### src/rtl/vector_scalar_mult.sv
// ----------------------------------------------------------------------------
// vector_scalar_mult
//   Scales every cell of a signed fixed-point vector by one signed fixed-point
//   scalar (e.g. gradient * learning rate). The block computes TILING cells per
//   cycle, saturates each result cell to RESULT_CELL_WIDTH, and raises error
//   when at least one cell of the current result saturated.
//
// Ports
//   clk_i             clock, rising edge
//   rst_i             synchronous, active-high reset
//   a_i               input vector, cell i at [i*A_CELL_WIDTH +: A_CELL_WIDTH]
//   a_valid_i         a_i holds a valid vector
//   a_ready_o         block can latch a_i
//   scalar_i          scalar multiplier, FRACTION fractional bits
//   scalar_valid_i    scalar_i valid
//   scalar_ready_o    block can latch scalar_i
//   result_o          scaled vector, same packing as a_i
//   result_valid_o    result_o and error_o valid
//   result_ready_i    consumer accepts result
//   error_o           at least one cell of this result saturated
//
// FSM
//   state | meaning
//   IDLE  | collecting operands; each one latched independently on its handshake
//   CALC  | computing one tile of TILING cells per cycle
//   DONE  | result presented, waiting for result_ready_i
// ----------------------------------------------------------------------------
module vector_scalar_mult #(
  parameter int VECTOR_LEN        = 5,
  parameter int A_CELL_WIDTH      = 8,
  parameter int SCALAR_WIDTH      = 8,
  parameter int RESULT_CELL_WIDTH = 8,
  parameter int FRACTION          = 4,
  parameter int TILING            = 2
) (
  input  logic                                  clk_i,
  input  logic                                  rst_i,
  input  logic [VECTOR_LEN*A_CELL_WIDTH-1:0]      a_i,
  input  logic                                  a_valid_i,
  output logic                                  a_ready_o,
  input  logic [SCALAR_WIDTH-1:0]               scalar_i,
  input  logic                                  scalar_valid_i,
  output logic                                  scalar_ready_o,
  output logic [VECTOR_LEN*RESULT_CELL_WIDTH-1:0] result_o,
  output logic                                  result_valid_o,
  input  logic                                  result_ready_i,
  output logic                                  error_o
);

  localparam int AW     = A_CELL_WIDTH;
  localparam int SW     = SCALAR_WIDTH;
  localparam int RW     = RESULT_CELL_WIDTH;
  localparam int PW     = AW + SW;
  localparam int NTILES = (VECTOR_LEN + TILING - 1) / TILING;
  localparam int CW     = (NTILES > 1) ? $clog2(NTILES) : 1;

  localparam logic [CW-1:0] LAST_TILE = CW'(NTILES - 1);

  // Saturation bounds expressed at full product width so the compare is signed.
  localparam logic signed [PW-1:0] RMAX = {{(PW-RW+1){1'b0}}, {(RW-1){1'b1}}};
  localparam logic signed [PW-1:0] RMIN = ~RMAX;

  typedef enum logic [1:0] {
    IDLE = 2'd0,
    CALC = 2'd1,
    DONE = 2'd2
  } state_e;

  state_e                 state_q, state_d;
  logic [CW-1:0]          cnt_q, cnt_d;
  logic [VECTOR_LEN*AW-1:0] a_lat_q, a_lat_d;
  logic [SW-1:0]          s_lat_q, s_lat_d;
  logic                   a_have_q, a_have_d;
  logic                   s_have_q, s_have_d;
  logic                   a_ready_q, a_ready_d;
  logic                   s_ready_q, s_ready_d;
  logic [VECTOR_LEN*RW-1:0] work_q, work_d;
  logic                   err_q, err_d;
  logic [VECTOR_LEN*RW-1:0] result_q, result_d;
  logic                   error_q, error_d;
  logic                   rvalid_q, rvalid_d;

  logic                   a_hs, s_hs;
  logic [AW-1:0]          tile_op   [TILING];
  logic [RW:0]            tile_cell [TILING];

  // Returns {saturated, cell}. The arithmetic shift floors toward -inf.
  function automatic logic [RW:0] sat_cell(input logic signed [AW-1:0] av,
                                           input logic signed [SW-1:0] sv);
    logic signed [PW-1:0] p;
    logic signed [PW-1:0] q;
    p = av * sv;
    q = p >>> FRACTION;
    if (q > RMAX) begin
      sat_cell = {1'b1, RMAX[RW-1:0]};
    end else if (q < RMIN) begin
      sat_cell = {1'b1, RMIN[RW-1:0]};
    end else begin
      sat_cell = {1'b0, q[RW-1:0]};
    end
  endfunction

  assign a_hs = (state_q == IDLE) && a_ready_q && a_valid_i;
  assign s_hs = (state_q == IDLE) && s_ready_q && scalar_valid_i;

  // Tile datapath: TILING shared multipliers, operands muxed by the tile count.
  always_comb begin
    for (int t = 0; t < TILING; t++) begin
      tile_op[t] = '0;
      for (int i = 0; i < VECTOR_LEN; i++) begin
        if ((i / TILING) == int'(cnt_q) && (i % TILING) == t) begin
          tile_op[t] = a_lat_q[i*AW +: AW];
        end
      end
      tile_cell[t] = sat_cell(tile_op[t], s_lat_q);
    end
  end

  always_comb begin
    state_d   = state_q;
    cnt_d     = cnt_q;
    a_lat_d   = a_lat_q;
    s_lat_d   = s_lat_q;
    a_have_d  = a_have_q;
    s_have_d  = s_have_q;
    a_ready_d = a_ready_q;
    s_ready_d = s_ready_q;
    work_d    = work_q;
    err_d     = err_q;
    result_d  = result_q;
    error_d   = error_q;
    rvalid_d  = rvalid_q;

    case (state_q)
      IDLE: begin
        if (a_hs) begin
          a_lat_d  = a_i;
          a_have_d = 1'b1;
        end
        if (s_hs) begin
          s_lat_d  = scalar_i;
          s_have_d = 1'b1;
        end
        // Readies rise on the first idle cycle and drop after their own latch.
        a_ready_d = !(a_have_q || a_hs);
        s_ready_d = !(s_have_q || s_hs);
        if ((a_have_q || a_hs) && (s_have_q || s_hs)) begin
          state_d   = CALC;
          cnt_d     = '0;
          err_d     = 1'b0;
          error_d   = 1'b0;
          a_ready_d = 1'b0;
          s_ready_d = 1'b0;
        end
      end

      CALC: begin
        for (int i = 0; i < VECTOR_LEN; i++) begin
          if ((i / TILING) == int'(cnt_q)) begin
            work_d[i*RW +: RW] = tile_cell[i % TILING][RW-1:0];
            err_d              = err_d | tile_cell[i % TILING][RW];
          end
        end
        cnt_d = cnt_q + CW'(1);
        if (cnt_q == LAST_TILE) begin
          state_d  = DONE;
          cnt_d    = '0;
          result_d = work_d;
          error_d  = err_d;
          rvalid_d = 1'b1;
        end
      end

      DONE: begin
        if (result_ready_i) begin
          state_d   = IDLE;
          rvalid_d  = 1'b0;
          a_have_d  = 1'b0;
          s_have_d  = 1'b0;
          a_ready_d = 1'b1;
          s_ready_d = 1'b1;
        end
      end

      default: begin
        state_d = IDLE;
      end
    endcase
  end

  always_ff @(posedge clk_i) begin
    if (rst_i) begin
      state_q   <= IDLE;
      cnt_q     <= '0;
      a_lat_q   <= '0;
      s_lat_q   <= '0;
      a_have_q  <= 1'b0;
      s_have_q  <= 1'b0;
      a_ready_q <= 1'b0;
      s_ready_q <= 1'b0;
      work_q    <= '0;
      err_q     <= 1'b0;
      result_q  <= '0;
      error_q   <= 1'b0;
      rvalid_q  <= 1'b0;
    end else begin
      state_q   <= state_d;
      cnt_q     <= cnt_d;
      a_lat_q   <= a_lat_d;
      s_lat_q   <= s_lat_d;
      a_have_q  <= a_have_d;
      s_have_q  <= s_have_d;
      a_ready_q <= a_ready_d;
      s_ready_q <= s_ready_d;
      work_q    <= work_d;
      err_q     <= err_d;
      result_q  <= result_d;
      error_q   <= error_d;
      rvalid_q  <= rvalid_d;
    end
  end

  assign a_ready_o      = a_ready_q;
  assign scalar_ready_o = s_ready_q;
  assign result_o       = result_q;
  assign result_valid_o = rvalid_q;
  assign error_o        = error_q;

endmodule
### config.mk
export PLATFORM = sky130hd
export DESIGN_NAME = vector_scalar_mult
export DESIGN_NICKNAME = d
export VERILOG_FILES = /design/src/rtl/vector_scalar_mult.sv
export SDC_FILE = /design/constraint.sdc
export NUM_CORES = 1
export LEC_CHECK = 0
export CORE_UTILIZATION = 43
export DETAILED_ROUTE_END_ITERATION = 6
export GPL_TIMING_DRIVEN = 0
export PLACE_DENSITY_LB_ADDON = 0.1
export SLEW_MARGIN = 20
export SYNTH_ARGS = -nofsm -noshare
export SYNTH_HDL_FRONTEND = slang
export SYNTH_SLANG_ARGS = --single-unit
### constraint.sdc
create_clock -name clk_i -period 5.93 [get_ports clk_i]
set_input_delay 1.186 -clock clk_i [delete_from_list [all_inputs] [get_ports clk_i]]
set_output_delay 1.186 -clock clk_i [all_outputs]
set_load 0.02 [all_outputs]
# After elaboration in Yosys (flattened, before gate mapping)
# Cells that the tools add are included.
# totals
reg_bits	139
latchBits	0
ram_bits	0
romBits	0
in_bits	53
out_inout_bits	44
n_memories	0
# op_classes
add_sub_neg	1
mul	2
n_div	0
order_cmp	4
n_eq_ne	10
n_shift	0
n_mux	46
n_bitwise	5
reduce_logical	24
# ops
operator	count
$mux W8	10
$mux W9	4
$mul A8 B8 Y16	2
$gt A12 B8 Y1 const B	2
$lt A12 B8 Y1 const B	2
$mux W1	18
$reduce_and A3 Y1	5
$pmux W1 S2	7
$mux W2	5
$reduce_and A2 Y1	5
$ne A2 B2 Y1 const B	4
$pmux W2 S3	1
$reduce_bool A2 Y1	3
$logic_and A1 B1 Y1	5
$or A1 B1 Y1	5
$eq A2 B2 Y1 const A	2
$eq A2 B2 Y1 const B	2
$logic_not A2 Y1	2
$pmux W2 S2	1
$add A2 B1 Y2 const B	1
$eq A2 B1 Y1 const B	1
$logic_not A1 Y1	2
$logic_or A1 B1 Y1	2
$ne A2 B1 Y1 const B	1

# Longest topological paths before layout
# Gate-level depths: netlist of the first run.
# depth
word_depth	24
ltp_mapped	22
mapped_depth_nobuf	21

# Worst setup path after synthesis of the first run
# No wires, ideal clock.
# synth_path
path_type	flip-flop to flip-flop
start	register cnt_q[1]
end	register work_q[16]
setup_time_ns	0.128
arrival_time_ns	5.876
t_required_ns	5.802
slack_ns	-0.074
path_stages_with_launch	23
path_buffers	3
synth_period_minus_slack_ns	6.004
path_cell_list	dfxtp_1 -> clkbuf_1 -> buf_1 -> clkbuf_1 -> o22ai_1 -> and2_1 -> fa_1 -> inv_1 -> fa_1 -> inv_1 -> fa_1 -> inv_1 -> fa_1 -> inv_1 -> ha_1 -> o21ai_0 -> nor2_1 -> o41ai_4 -> nor3_1 -> a311oi_2 -> a31oi_2 -> o211ai_1 -> o21ai_0
# synth_between
elab_chain_cells	9
# synth_lines
element	line_no	rtl
start, declared	70	logic [CW-1:0] cnt_q, cnt_d;
start signal, assigned	208	cnt_q <= cnt_d;
$logic_not A2 Y1	111	if ((i / TILING) == int'(cnt_q) && (i % TILING) == t) begin
$mux W8 (3 in series)	111	
$mul A8 B8 Y16	92	p = av * sv;
$lt A12 B8 Y1	96	end else if (q < RMIN) begin
$mux W9	96	
$mux W9	94	if (q > RMAX) begin
$mux W8 *	159	if ((i / TILING) == int'(cnt_q)) begin
end signal, assigned	215	work_q <= work_d;
end, declared	77	logic [VECTOR_LEN*RW-1:0] work_q, work_d;
# Mark *: on every way between the ends. The rest lies on a longest branch, timed or not.
# A chain may end at the register's enable or synchronous reset.

# Final worst setup path of the first run
# layout_path
start	register cnt_q[1]
end	register work_q[1]
# layout_between
elab_chain_cells	9
# layout_lines
element	line_no
$logic_not A2 Y1	111, 159
$mux W8 (3 in series)	111
$mul A8 B8 Y16	92
$lt A12 B8 Y1	96
$mux W9	96
$mux W9	94
$mux W8 *	159
# Marks and branches as above.

==> out/metrics.csv, run 1 <==
metric,value,unit
vdd_drop_max,0.000156,V
synth_top_cell_area_share,26.4,%
drv_slew,0,
insertion_delay,0.41,ns
ys_ff_latch,131,
overflow,0,
multi_input_area,6990,um2
p_seq_share,38.1,%
post-route-drc-count,0,
grt_pass1_wl,42900,um
yosysMostFrequentCell,nand2_1,
drt-vias-per-instance,5.11,
timing.setup.tns,0,ns
status,completed,
grt_pass1_vias,8312,
cts_buffer_depth,2,
dieArea,23700,um2
drt-pass1-iter-count,5,
seqCellArea,2630,um2
holdWs,0.453,ns
cap_violations,0,
cts_tree,done,
power.switching,0.788,mW
fillers,2099,
grt_usage,23.1,%
max_slew.worst_pin.slew,0.987,ns
io_buffer_count,95,
final_area,12600,um2
core_area,22600,um2
utilization,55.6,%
yosys_warnings,0,
diodes,0,
synth-main-ff-cell,dfxtp_1,
holdCritPathClass,register to register,
place.detailed.hpwl,20600,um
globalplace.congestion,0.883,
drt_wl_total,26200,um
finalHoldViolCount,0,
synthCells,1186,
placementRows,55,
ant_nets,0,
layoutNonFillerInstCount,1626,
crit_path_end_kind,register,
synth_fp_nets,1403,
total_power,2.50,mW
ys_seq_area_share,26.4,%
netlist_area,9930,um2
wl_per_cell,16.1,um
clock-sinks,131,
pre_cts_slack,-1.24,ns
skew,0.00915,ns
antenna_found_initial,0,
setup_slack,0.209,ns
p_clk_share,38.9,%
h-tree-depth,4,
start_util,43.9,%
placed_area,11200,um2
fin_crit_sh,96.5,%
die_x,154,um
combPwrFrac,23.0,%
syn_to_final_growth,26.7,%
worstPathMaxFanout,7,
place_inst,1566,
synth.top_cells.by_area,"dfxtp_1 (26%), fa_1 (22%), nand2_1 (8.7%)",
swShare,31.5,%
cts.clk_slew.worst_paths,0.06,ns
period_minus_slack,5.72,ns
cp.arrival,6.06,ns
p_int,1.72,mW
finalSetupViolCount,0,
synth_common_cells,"nand2_1 (229), inv_1 (154), a21oi_1 (136)",
grt_max_degree,17,
drive_above_1_share,11.3,%
vias,8316,
root_buffer,clkbuf_16,
critical_path_class,register to register,
worstSetupStartpointType,register,
nets,1545,
slew_headroom,33.7,%
required,6.27,ns
drt_iter0_markers,316,
die_h,154,um
cts_buffers,17,
synth_top_cell_by_area,dfxtp_1,
ioPinCount,97,
synthArstFlopShare,0,%
power_leakage,5.29,nW
syn_area_per_cell,8.37,um2
synth_edf_count,0,
p_per_area,199,nW/um2
ys_types,53,
max_freq,175,MHz
-- worst max-delay path: stages (launching register included) --
cell	delay, ns
dfxtp_4	0.42
buf_4	0.15
mux2i_2	0.31
o22ai_4	0.16
buf_4	0.16
and2_1	0.16
fa_1	0.44
fa_1	0.50
fa_1	0.49
inv_1	0.05
fa_1	0.47
inv_1	0.04
ha_1	0.34
or2_2	0.32
a31o_2	0.27
o41ai_4	0.07
buf_4	0.18
xnor2_1	0.13
nand2_1	0.15
o31ai_4	0.37
o211ai_1	0.16
buf_4	0.17
o21ai_0	0.13
-- cell families after synthesis --
group	after synthesis	synth area share [%]
and+or+nand+nor	396	18.3
AOI/OAI and AO/OA	235	13.6
buffers and inverters	210	7.94
adders and majority gates	164	28.8
DFF	131	26.4
xor gates and xnor gates	33	3.10
muxes	17	1.73
-- layout by cell type, fill, tap and decap left out, types with 22 or more instances in the layout --
cell	netlist	final
a21oi_1	136	133
and2_1	73	71
buf_4	0	26
clkbuf_1	55	45
clkdlybuf4s50_1	0	95
dfxtp_1	131	128
fa_1	108	106
ha_1	56	47
inv_1	154	154
nand2_1	229	226
nor2_1	33	23
o21ai_0	47	40
xnor2_1	23	22
-- power groups by stage --
stage               Combinational, mW  Clock (mW)  Sequential (mW)
floorplan                       0.310           0            0.960
global placement                0.479           0            0.970
detailed placement              0.482           0            0.971
CTS                             0.535       0.985            0.953
global route                    0.632        1.03            0.961
finish                          0.575       0.975            0.955
-- layout make-up --
class	count	share of cell area (%)
Buffer	55	2.23
Clock buffer	20	3.63
Clock inverter	12	0.756
Inverter	154	4.60
Multi-Input combinational cell	845	55.5
Timing Repair Buffer	124	9.51
Sequential cell	131	20.9
Tap cell	285	2.83
-- metal layers --
| layer | wire, um | GRT usage, % | vias up |
|---|---|---|---|
| met5 | 0 | 0 | - |
| met4 | 313 | 5.29 | 0 |
| met3 | 899 | 2.99 | 22 |
| met2 | 12700 | 39.7 | 181 |
| met1 | 12300 | 30.8 | 4030 |
| li1 | - | - | 4083 |
-- state kept, by name, indices dropped and copies added (netlist names), 2 cells and up --
register,flops
a_lat_q,40
result_o,40
work_q,32
s_lat_q,8
cnt_q,2
state_q,2
-- path summary, 6_finish.rpt --
| check | startpoint | to | slack (ns) | cells after the start |
|---|---|---|---|---|
| max reg2reg | cnt_q[1]$_SDFFE_PP0P_ | work_q[1]$_SDFFE_PP0P_ | 0.21 | 22 |
| min | result_o[10]$_SDFFE_PP0P_ | result_o[10]$_SDFFE_PP0P_ | 0.45 | 2 |
| min reg2reg | result_o[10]$_SDFFE_PP0P_ | result_o[10]$_SDFFE_PP0P_ | 0.45 | 2 |
| max | cnt_q[1]$_SDFFE_PP0P_ | work_q[1]$_SDFFE_PP0P_ | 0.21 | 22 |
-- timing repair --
action	4_1_cts	5_1_grt
pin swaps	7	22
resized for setup	63	66
gates cloned	0	2
endpoints found under the setup margin	42	40
hold buffers	0	0
setup buffers	6	21
Note: power is estimated with default switching activity, not from simulation.
==> inputs of run 2 (changes only) <==
--- a/config.mk
+++ b/config.mk
@@ -9,6 +9,7 @@
 export DETAILED_ROUTE_END_ITERATION = 6
 export GPL_TIMING_DRIVEN = 0
 export PLACE_DENSITY_LB_ADDON = 0.1
+export SKIP_LAST_GASP = 1
 export SLEW_MARGIN = 20
 export SYNTH_ARGS = -nofsm -noshare
 export SYNTH_HDL_FRONTEND = slang
==> results of run 2 <==
Final layout, timing and power as in run 1 (identical DEF).
